===== src/rtl/alu_arbiter.sv =====
// Round-robin arbiter sharing one combinational Alu between execute (port 0) and address-gen (port 1).
// Optional performance counters are enabled by defining ALU_ARB_PERF_CNT_EN.
module alu_arbiter #(
  parameter int WORD_WIDTH  = 32,
  parameter int OPER_WIDTH  = 5,
  parameter int FLAGS_WIDTH = 4
) (
  input  logic                   clk,
  input  logic                   rst_n,
  input  logic                   req0_valid,
  output logic                   req0_ready,
  input  logic [OPER_WIDTH-1:0]  req0_oper,
  input  logic [WORD_WIDTH-1:0]  req0_a,
  input  logic [WORD_WIDTH-1:0]  req0_b,
  input  logic [WORD_WIDTH-1:0]  req0_c,
  input  logic                   req0_wr_flags,
  input  logic                   req1_valid,
  output logic                   req1_ready,
  input  logic [OPER_WIDTH-1:0]  req1_oper,
  input  logic [WORD_WIDTH-1:0]  req1_a,
  input  logic [WORD_WIDTH-1:0]  req1_b,
  input  logic [WORD_WIDTH-1:0]  req1_c,
  output logic [WORD_WIDTH-1:0]  alu_a,
  output logic [WORD_WIDTH-1:0]  alu_b,
  output logic [WORD_WIDTH-1:0]  alu_c,
  output logic [OPER_WIDTH-1:0]  alu_oper,
  output logic [FLAGS_WIDTH-1:0] alu_flags_in,
  input  logic [WORD_WIDTH-1:0]  alu_out,
  input  logic [FLAGS_WIDTH-1:0] alu_flags_out,
  output logic                   rsp_valid,
  input  logic                   rsp_ready,
  output logic                   rsp_id,
  output logic [WORD_WIDTH-1:0]  rsp_data,
  output logic [FLAGS_WIDTH-1:0] rsp_flags,
`ifdef ALU_ARB_PERF_CNT_EN
  output logic [FLAGS_WIDTH-1:0] flags_q,
  output logic [31:0]            perf_grant0,
  output logic [31:0]            perf_grant1,
  output logic [31:0]            perf_conflict
`else
  output logic [FLAGS_WIDTH-1:0] flags_q
`endif
);

  localparam logic [1:0] IDLE = 2'd0;
  localparam logic [1:0] EXEC = 2'd1;
  localparam logic [1:0] HOLD = 2'd2;

  logic [1:0]            state;
  logic                  last_grant;
  logic                  grant;
  logic                  accept;
  logic                  iss_id;
  logic                  iss_wr_flags;
  logic [OPER_WIDTH-1:0] iss_oper;
  logic [WORD_WIDTH-1:0] iss_a;
  logic [WORD_WIDTH-1:0] iss_b;
  logic [WORD_WIDTH-1:0] iss_c;

  // On a tie the port that did not win last time gets the Alu.
  always_comb begin
    grant = 1'b0;
    if (req0_valid && req1_valid) begin
      grant = ~last_grant;
    end else if (req1_valid) begin
      grant = 1'b1;
    end
  end

  assign accept     = (state == IDLE) && (req0_valid || req1_valid);
  assign req0_ready = (state == IDLE) && req0_valid && !grant;
  assign req1_ready = (state == IDLE) && req1_valid && grant;

  // Issue registers only change on accept, so the Alu inputs stay quiet outside EXEC.
  assign alu_a        = iss_a;
  assign alu_b        = iss_b;
  assign alu_c        = iss_c;
  assign alu_oper     = iss_oper;
  assign alu_flags_in = flags_q;

  always_ff @(posedge clk or negedge rst_n) begin
    if (!rst_n) begin
      state        <= IDLE;
      last_grant   <= 1'b1;
      iss_id       <= 1'b0;
      iss_wr_flags <= 1'b0;
      iss_oper     <= '0;
      iss_a        <= '0;
      iss_b        <= '0;
      iss_c        <= '0;
      rsp_valid    <= 1'b0;
      rsp_id       <= 1'b0;
      rsp_data     <= '0;
      rsp_flags    <= '0;
      flags_q      <= '0;
    end else begin
      case (state)
        IDLE: begin
          if (accept) begin
            state        <= EXEC;
            last_grant   <= grant;
            iss_id       <= grant;
            iss_wr_flags <= !grant && req0_wr_flags;
            iss_oper     <= grant ? req1_oper : req0_oper;
            iss_a        <= grant ? req1_a : req0_a;
            iss_b        <= grant ? req1_b : req0_b;
            iss_c        <= grant ? req1_c : req0_c;
          end
        end
        EXEC: begin
          state     <= HOLD;
          rsp_valid <= 1'b1;
          rsp_id    <= iss_id;
          rsp_data  <= alu_out;
          rsp_flags <= alu_flags_out;
          if (iss_wr_flags) begin
            flags_q <= alu_flags_out;
          end
        end
        HOLD: begin
          if (rsp_valid && rsp_ready) begin
            state     <= IDLE;
            rsp_valid <= 1'b0;
          end
        end
        default: state <= IDLE;
      endcase
    end
  end

`ifdef ALU_ARB_PERF_CNT_EN
  always_ff @(posedge clk or negedge rst_n) begin
    if (!rst_n) begin
      perf_grant0   <= '0;
      perf_grant1   <= '0;
      perf_conflict <= '0;
    end else begin
      if (req0_valid && req0_ready) begin
        perf_grant0 <= perf_grant0 + 32'd1;
      end
      if (req1_valid && req1_ready) begin
        perf_grant1 <= perf_grant1 + 32'd1;
      end
      if ((state == IDLE) && req0_valid && req1_valid) begin
        perf_conflict <= perf_conflict + 32'd1;
      end
    end
  end
`endif

endmodule


===== config.mk =====
export PLATFORM = sky130hd
export DESIGN_NAME = alu_arbiter
export DESIGN_NICKNAME = d
export VERILOG_FILES = /design/src/rtl/alu_arbiter.sv
export SDC_FILE = /design/constraint.sdc
export NUM_CORES = 1
export LEC_CHECK = 0
export ABC_AREA = 1
export ABC_CLOCK_PERIOD_IN_PS = 2950
export CORE_ASPECT_RATIO = 0.9
export CORE_MARGIN = 2
export CORE_UTILIZATION = 25
export CTS_CLUSTER_SIZE = 12
export DETAILED_ROUTE_END_ITERATION = 10
export PLACE_DENSITY = 0.66
export SYNTH_ARGS = -nofsm -noshare
export SYNTH_HDL_FRONTEND = slang
export SYNTH_SLANG_ARGS = --single-unit

===== constraint.sdc =====
create_clock -name clk -period 2.95 [get_ports clk]
set_input_delay 0.4425 -clock clk [delete_from_list [all_inputs] [get_ports clk]]
set_output_delay 0.4425 -clock clk [all_outputs]
set_load 0.05 [all_outputs]

==> flow_summary.json, run 1 <==
{
  "postRouteAntennaNets": 0,
  "io-pin-count": 393,
  "setup_ws_ns": 0.666,
  "syn2layout_area_growth_pct": 64.3,
  "fin_cells": 1842,
  "cp_max_fo": 5,
  "slew_violations": 0,
  "netlist_area_mm2": 0.00757,
  "cts.clk_slew.worst_paths_ns": 0.07,
  "synth_top_area_cell": "dfrtp_1",
  "grtUsageTotal_pct": 16.6,
  "netlist_instances": 1069,
  "run_status": "completed",
  "drive_above_1_share_pct": 3.96,
  "fp.dieW_um": 187,
  "die_h_um": 169,
  "cts_max_path_buffers": 2,
  "place.gp.congestion": 0.867,
  "tightest_slew_ns": 0.777,
  "grt_max_degree": 102,
  "hold_path.class": "input port to register",
  "critical_path_class": "register to output port",
  "synthMostInstantiatedCell": "nand2_1",
  "arrival_ns": 1.84,
  "synth-main-ff-cell": "dfrtp_1",
  "hpwl_um": 18900,
  "cts_buffers": 17,
  "synthAdderAreaFrac_pct": 0,
  "p_leak_nw": 6.49,
  "drt-total-wl_um": 26500,
  "dieArea_mm2": 0.0317,
  "placed_cells": 1809,
  "yosysSeqAreaShare_pct": 48.9,
  "max_freq_mhz": 438,
  "drt_pass1_iterations": 5,
  "drcViolationCount": 0,
  "drv_cap": 0,
  "muxShareOfSynthArea_pct": 0,
  "synth.area.top_cells": "dfrtp_1 49%, nand2_1 21%, nand3_1 13%",
  "dp_slack_ns": 0.753,
  "vias_per_cell": 4.29,
  "period_needed_ns": 2.28,
  "cts_tree": "built",
  "regToRegStartpoint": "state[1]",
  "hold_violations": 0,
  "avgSynthCellArea_um2": 7.08,
  "synth_top_family_by_area": "simple AND/OR/NAND/NOR gates",
  "synth-edff-count": 0,
  "rows": 60,
  "start_util_pct": 25.3,
  "cts_setup_buffers": 0,
  "routedWlPerCell_um": 14.4,
  "yosysWarnings": 0,
  "cp-start-kind": "register",
  "hp-start": "req1_valid",
  "worstPathCellList": "nor2_1 > o21ai_4 > nor2_1 > buf_12",
  "slew-limit-headroom_pct": 48.1,
  "clkSinkCount": 148,
  "ys_seq_elements": 148,
  "grt_antenna_before_repair": 0,
  "grt_first_pass_wirelength_um": 41500,
  "grt_overflow": 0,
  "synth-simple-area-share_pct": 34.6,
  "syn-num-nets": 1313,
  "rsz0062_at_grt": "false",
  "antenna_cells": 0,
  "synth.distinct_cells": 15,
  "fp.coreArea_mm2": 0.0299,
  "io_buffers": 392,
  "setup_tns_ns": 0,
  "power_density_mw_per_mm2": 1180,
  "path_common_cell": "nor2_1",
  "synth_xor_area_share_pct": 0,
  "fin_nets": 1670,
  "setup_violations": 0,
  "hold_buffers": 1,
  "ir_worst_vdd_mv": 0.669,
  "ys_async_sr_fraction_pct": 100,
  "required_ns": 2.51,
  "cts_resized": 0,
  "synth_top_area_share_pct": 48.6,
  "root_buffer": "clkbuf_16",
  "synth_common_cells": "418 x nand2_1, 210 x inv_1, 204 x nand3_1",
  "htreeDepth": 4,
  "clk-insertion-delay-late_ns": 0.42,
  "timing.final.crit_share_pct": 77.4,
  "first_iter_violations": 314,
  "worstSetupStartpoint": "state[1]",
  "max_stage_delay_ns": 0.43,
  "crit_slowest_cell": "dfrtp_1",
  "fin_skew_ns": 0.0125,
  "grt_pass1_vias": 7638,
  "dr_total_vias": 7900,
  "endpoint_kind": "output port",
  "synth_compound_area_share_pct": 0.909
}
-- cells in the final DEF, fill, tap and decap left out, drive strengths merged --
master / count
nand2: 418
clkdlybuf4s50: 388
inv: 221
nand3: 204
dfrtp: 147
clkbuf: 18
buf: 16
o21ai: 13
nor2: 6
clkinv: 4
bufinv: 1
clkinvlp: 1
dlygate4sd3: 1
dfstp: 1
-- through the flow --
stage	utilization, %	instance area [um2]	hold slack, ns	power (mW)
3_5_place_dp	39.6	11800	0.357	12.6
5_1_grt	41.6	12400	0.432	15.6
6_report	41.6	12400	0.445	14.7
4_1_cts	41.6	12400	0.423	14.9
2_1_floorplan	-	7570	0.147	9.34
3_3_place_gp	39.6	11800	0.357	12.5
-- path summary, 6_finish.rpt --
check / end / slack [ns] / cells past startpoint
max: req0_ready / 0.67 / 4
min: alu_a[20] / 0.44 / 4
max reg2reg: alu_c[30] / 1.26 / 5
min reg2reg: rsp_data[6] / 0.47 / 2
max in group asynchronous: alu_b[1] / 1.75 / 3
min in group asynchronous: alu_a[0] / 0.47 / 2
-- report_power, final --
| part | switching (mW) | total [mW] | internal, mW | leakage (nW) |
|---|---|---|---|---|
| sequential | 0.633 | 3.70 | 3.07 | 1.80 |
| clock | 1.01 | 2.24 | 1.23 | 0.293 |
| combinational | 5.98 | 8.77 | 2.79 | 4.39 |
-- routing by layer --
metal | up-vias | share of wire (%) | track usage, %
met5 | - | 0 | 0
met2 | 369 | 47 | 27.3
met3 | 34 | 8.8 | 5.08
met1 | 3614 | 42 | 20.9
li1 | 3883 | - | -
met4 | 0 | 2.4 | 5.24
-- final cells by class --
| type | instances | area, um2 |
|---|---|---|
| fillers | 3082 | 17400 |
| clock inverters | 14 | 160 |
| repair buffers | 405 | 4120 |
| flip-flops and latches | 148 | 3700 |
| well taps | 403 | 504 |
| clock buffers | 18 | 439 |
| multi-input cells | 641 | 2710 |
| inverters | 213 | 800 |
-- sequential cells by signal (all words and copies together) (netlist names) --
name          cells
rsp_valid         1
rsp_id            1
alu_c            32
last_grant        1
rsp_data         32
state             2
alu_a            32
alu_b            32
alu_flags_in      4
rsp_flags         4
iss_wr_flags      1
alu_oper          5
iss_id            1
-- worst max-delay path: cells and delay by family (launching register included) --
| family | cells | cell delay, ns |
|---|---|---|
| AO/OA/AOI/OAI | 1 | 0.12 |
| buffers and inverters | 1 | 0.18 |
| flip-flops | 1 | 0.43 |
| AND/OR/NAND/NOR | 2 | 0.70 |
-- cell families (layout without fill, tap and decap cells) --
| family | after synthesis | in the layout |
|---|---|---|
| AOI/OAI and AO/OA | 13 | 13 |
| and+or+nand+nor | 628 | 628 |
| buffers and inverters | 280 | 650 |
| DFF | 148 | 148 |
(Power assumes the default switching activity.)
==> run 2: changes to the inputs <==
--- a/config.mk
+++ b/config.mk
@@ -6,7 +6,7 @@
 export NUM_CORES = 1
 export LEC_CHECK = 0
 export ABC_AREA = 1
-export ABC_CLOCK_PERIOD_IN_PS = 2950
+export ABC_CLOCK_PERIOD_IN_PS = 2300
 export CORE_ASPECT_RATIO = 0.9
 export CORE_MARGIN = 2
 export CORE_UTILIZATION = 25
==> constraint.sdc (replaced) <==
create_clock -name clk -period 2.3 [get_ports clk]
set_input_delay 0.345 -clock clk [delete_from_list [all_inputs] [get_ports clk]]
set_output_delay 0.345 -clock clk [all_outputs]
set_load 0.05 [all_outputs]
==> flow_summary.json, run 2 (same netlist as run 1, synthesis figures left out) <==
{
  "hold_buffers": 1,
  "antenna_cells": 0,
  "cts_buffers": 17,
  "vias_per_cell": 4.33,
  "dr_total_vias": 7982,
  "crit_slowest_cell": "clkdlybuf4s50_1",
  "critical_path_cell_count": 1,
  "power.switching_mw": 9.76,
  "path_delay_family": "buffers and inverters",
  "fin_nets": 1670,
  "die_h_um": 169,
  "hold_path.class": "input port to asynchronous set/reset pin",
  "drv_cap": 0,
  "layout_common_cells": "416 x nand2_1, 388 x clkdlybuf4s50_1, 210 x inv_1",
  "grt_max_degree": 102,
  "worstPathCellList": "clkdlybuf4s50_1",
  "grtUsageTotal_pct": 17.1,
  "hold_violations": 0,
  "drive_above_1_share_pct": 3.96,
  "critical_path_class": "register to output port",
  "ir_worst_vdd_mv": 0.764,
  "postRouteAntennaNets": 0,
  "run_status": "completed",
  "p_int_mw": 9.22,
  "grt_overflow": 0,
  "worstSetupStartpoint": "alu_b[19]",
  "rows": 60,
  "fin_skew_ns": 0.0106,
  "drcViolationCount": 0,
  "grt_pass1_vias": 7834,
  "slew-limit-headroom_pct": 46.7,
  "fp.coreArea_mm2": 0.0299,
  "start_util_pct": 25.3,
  "final_common_cell": "nand2_1",
  "cts_resized": 0,
  "cts_tree": "built",
  "dieArea_mm2": 0.0317,
  "combPwrFrac_pct": 59.5,
  "max_freq_mhz": 489,
  "rsz0062_at_grt": "false",
  "routedWlPerCell_um": 14.8,
  "r2r_setup_slack_ns": 0.73,
  "cp-start-kind": "register",
  "endpoint_kind": "output port",
  "htreeDepth": 4,
  "first_iter_violations": 299,
  "tightest_slew_ns": 0.799,
  "hold_ws_ns": 0.419,
  "place.gp.congestion": 0.878,
  "period_needed_ns": 2.04,
  "power_density_mw_per_mm2": 1520,
  "timing.final.crit_share_pct": 88.9,
  "required_ns": 1.96,
  "cts_max_path_buffers": 2,
  "io-pin-count": 393,
  "endpoint": "alu_b[19]",
  "root_buffer": "clkbuf_16",
  "setup_tns_ns": 0,
  "io_buffers": 392,
  "cp_max_fo": 2,
  "power_frac_clock_pct": 15.4,
  "drt-total-wl_um": 27400,
  "power_frac_seq_pct": 25.0,
  "regToRegStartpoint": "last_grant",
  "fp.dieW_um": 187,
  "reg2regPathDepth": 6,
  "sw_frac_of_total_pct": 51.4,
  "cts.clk_slew.worst_paths_ns": 0.07,
  "grt_first_pass_wirelength_um": 42800,
  "drt_pass1_iterations": 5,
  "cts_setup_buffers": 0,
  "max_stage_delay_ns": 0.85,
  "hpwl_um": 19400,
  "slew_violations": 0,
  "syn2layout_area_growth_pct": 64.7,
  "clk-insertion-delay-late_ns": 0.42,
  "clkSinkCount": 148,
  "r2r_end": "alu_b[22]",
  "setup_violations": 0,
  "path_buf_inv": 1,
  "arrival_ns": 1.70,
  "p_leak_nw": 6.50,
  "grt_antenna_before_repair": 1
}
run 2: how the worst min path moves through the flow:
stage / startpoint / end / slack, ns
after global routing: rst_n / alu_b[18] / 0.44
final: rst_n / rsp_data[11] / 0.42
after detailed placement: rst_n / rsp_data[11] / 0.31
after floorplan: rst_n / alu_a[0] / 0.05
after global placement: rst_n / rsp_data[11] / 0.31
after CTS: rst_n / rsp_data[11] / 0.42
run 2: area by class of cell:
| class | instances | area, um2 |
|---|---|---|
| Tap cell | 403 | 504 |
| Clock inverter | 14 | 165 |
| Fill cell | 3079 | 17400 |
| Sequential cell | 148 | 3700 |
| Timing Repair Buffer | 405 | 4140 |
| Clock buffer | 18 | 439 |
| Multi-Input combinational cell | 641 | 2710 |
| Inverter | 213 | 800 |
run 2: per-layer routing:
metal | track usage, % | up-vias | share of wire (%)
met4 | 6.13 | 0 | 2.7
met1 | 20.8 | 3706 | 41
met3 | 5.18 | 38 | 8.4
met5 | 0 | - | 0
met2 | 28.6 | 354 | 48
li1 | - | 3884 | -
run 2: stage by stage:
| stage | utilization, % | setup slack [ns] | cells | cell area, um2 | power (mW) |
|---|---|---|---|---|---|
| 2_1_floorplan | - | 0.273 | 1069 | 7570 | 12.0 |
| 3_3_place_gp | 39.7 | 0.355 | 1809 | 11900 | 16.0 |
| 3_5_place_dp | 39.7 | 0.314 | 1809 | 11900 | 16.2 |
| 4_1_cts | 41.7 | 0.219 | 1842 | 12500 | 19.2 |
| 5_1_grt | 41.7 | 0.214 | 1842 | 12500 | 20.1 |
| 6_report | 41.7 | 0.256 | 1842 | 12500 | 19.0 |
run 2: power groups by stage:
stage | combinational, mW | clock (mW) | sequential [mW]
floorplan | 2.96 | 0 | 9.01
global placement | 11.3 | 0 | 4.74
detailed placement | 11.4 | 0 | 4.76
CTS | 11.4 | 3.06 | 4.75
global route | 12.0 | 3.14 | 4.91
finish | 11.3 | 2.93 | 4.75
==> run 3: changes to the inputs <==
--- a/config.mk
+++ b/config.mk
@@ -12,7 +12,9 @@
 export CORE_UTILIZATION = 25
 export CTS_CLUSTER_SIZE = 12
 export DETAILED_ROUTE_END_ITERATION = 10
-export PLACE_DENSITY = 0.66
+export DONT_BUFFER_PORTS = 1
+export PLACE_DENSITY = 0.49
+export SKIP_CTS_REPAIR_TIMING = 1
 export SYNTH_ARGS = -nofsm -noshare
 export SYNTH_HDL_FRONTEND = slang
 export SYNTH_SLANG_ARGS = --single-unit
==> flow_summary.json, run 3 (same netlist as run 1, synthesis figures left out) <==
{
  "run_status": "finished, violations left",
  "violations": "hold timing",
  "fin_util_pct": 28.4,
  "tightest_slew_ns": 0.766,
  "p_leak_nw": 4.94,
  "clk-insertion-delay-late_ns": 0.42,
  "fp.coreArea_mm2": 0.0299,
  "met3_wirelength_um": 2160,
  "fin_skew_ns": 0.00681,
  "grtUsageTotal_pct": 14.8,
  "syn2layout_area_growth_pct": 11.9,
  "r2r_end": "alu_c[27]",
  "slew-limit-headroom_pct": 48.8,
  "endpoint_kind": "output port",
  "first_iter_violations": 322,
  "wl_met1_um": 9820,
  "crit_slowest_cell": "dfstp_2",
  "io_buffers": 0,
  "clkSinkCount": 148,
  "arrival_ns": 1.73,
  "timing.final.crit_share_pct": 90.3,
  "grt_first_pass_wirelength_um": 36400,
  "regToRegStartpoint": "last_grant",
  "hold_ws_ns": -0.388,
  "dieArea_mm2": 0.0317,
  "hold_violations": 148,
  "setup_tns_ns": 0,
  "max_freq_mhz": 482,
  "reg2regPathDepth": 6,
  "place.gp.congestion": 0.830,
  "drt_pass1_iterations": 4,
  "cp-start-kind": "register",
  "worstPathCellList": "nand2_4 > nand2_4 > inv_2 > nor2_1 > buf_4",
  "grt_overflow": 0,
  "final_common_cell": "nand2_1",
  "vias_per_cell": 4.42,
  "root_buffer": "clkbuf_16",
  "cts.clk_slew.worst_paths_ns": 0.07,
  "power.total_mw": 15.8,
  "drive_above_1_share_pct": 5.16,
  "power_density_mw_per_mm2": 1870,
  "cts_max_path_buffers": 2,
  "die_h_um": 169,
  "cp_max_fo": 18,
  "wl_met2_um": 11200,
  "max_stage_delay_ns": 0.55,
  "grt_antenna_before_repair": 0,
  "r2r_setup_slack_ns": 0.64,
  "io-pin-count": 393,
  "grt_max_degree": 149,
  "fin_nets": 1278,
  "drt-total-wl_um": 23600,
  "critical_path_class": "register to output port",
  "antenna_cells": 0,
  "setup_violations": 0,
  "ir_worst_vdd_mv": 0.590,
  "cts_tree": "built",
  "rows": 60,
  "top_layer": "met4",
  "path_common_cell": "nand2_4",
  "period_needed_ns": 2.08,
  "path_delay_family": "flip-flops",
  "dp_slack_ns": 0.632,
  "grt_pass1_vias": 6328,
  "setup_ws_ns": 0.223,
  "fin_area_mm2": 0.00847,
  "drcViolationCount": 0,
  "start_util_pct": 25.3,
  "cts_buffers": 17,
  "rsz0062_at_grt": "false",
  "hpwl_um": 15400,
  "placed_area_mm2": 0.00788,
  "required_ns": 1.96,
  "path_buf_inv": 2,
  "htreeDepth": 4,
  "routedWlPerCell_um": 16.2,
  "postRouteAntennaNets": 0,
  "drv_cap": 0,
  "slew_violations": 0,
  "layout_common_cells": "416 x nand2_1, 210 x inv_1, 204 x nand3_1",
  "dr_total_vias": 6409,
  "fp.dieW_um": 187,
  "hold_path.class": "input port to asynchronous set/reset pin"
}
==> run 3: worst reg2reg max path, delay by kind of cell, from the launching register on <==
| family | cells | cell delay (ns) |
|---|---|---|
| buffers and inverters | 1 | 0.42 |
| AND/OR/NAND/NOR | 5 | 0.58 |
| flip-flops | 1 | 0.55 |
==> run 3: power breakdown <==
group	internal [mW]	switching [mW]	leakage (nW)
Sequential	3.85	5.39	1.80
Combinational	1.18	2.55	2.86
Clock	1.54	1.30	0.282
Total	6.57	9.24	4.94
==> run 3: metal layers <==
| layer | global-route usage (%) | up-vias |
|---|---|---|
| li1 | - | 3102 |
| met1 | 17.9 | 2997 |
| met5 | 0 | - |
| met2 | 24.3 | 284 |
| met3 | 5.68 | 26 |
| met4 | 4.72 | 0 |
==> run 3: final cells by class <==
class / instances / area [um2]
Sequential cell: 148 / 3700
Multi-Input combinational cell: 641 / 2710
Inverter: 213 / 800
Clock inverter: 15 / 165
Tap cell: 403 / 504
Timing Repair Buffer: 13 / 160
Clock buffer: 17 / 425
Fill cell: 3330 / 21400
==> run 3: metrics by stage <==
step	cells	hold WS, ns
global route	1450	-0.431
detailed placement	1418	0.0536
floorplan	1069	0.0494
global placement	1418	0.0525
finish	1450	-0.388
CTS	1450	-0.422
==> run 3: worst max path at each step <==
stage,from,end,slack [ns],cells past startpoint
floorplan,last_grant,req0_ready,0.27,6
global placement,last_grant,req0_ready,0.64,5
detailed placement,last_grant,alu_c[27],0.63,6
CTS,last_grant,req0_ready,0.16,5
global route,last_grant,req0_ready,0.08,5
finish,last_grant,req0_ready,0.22,5
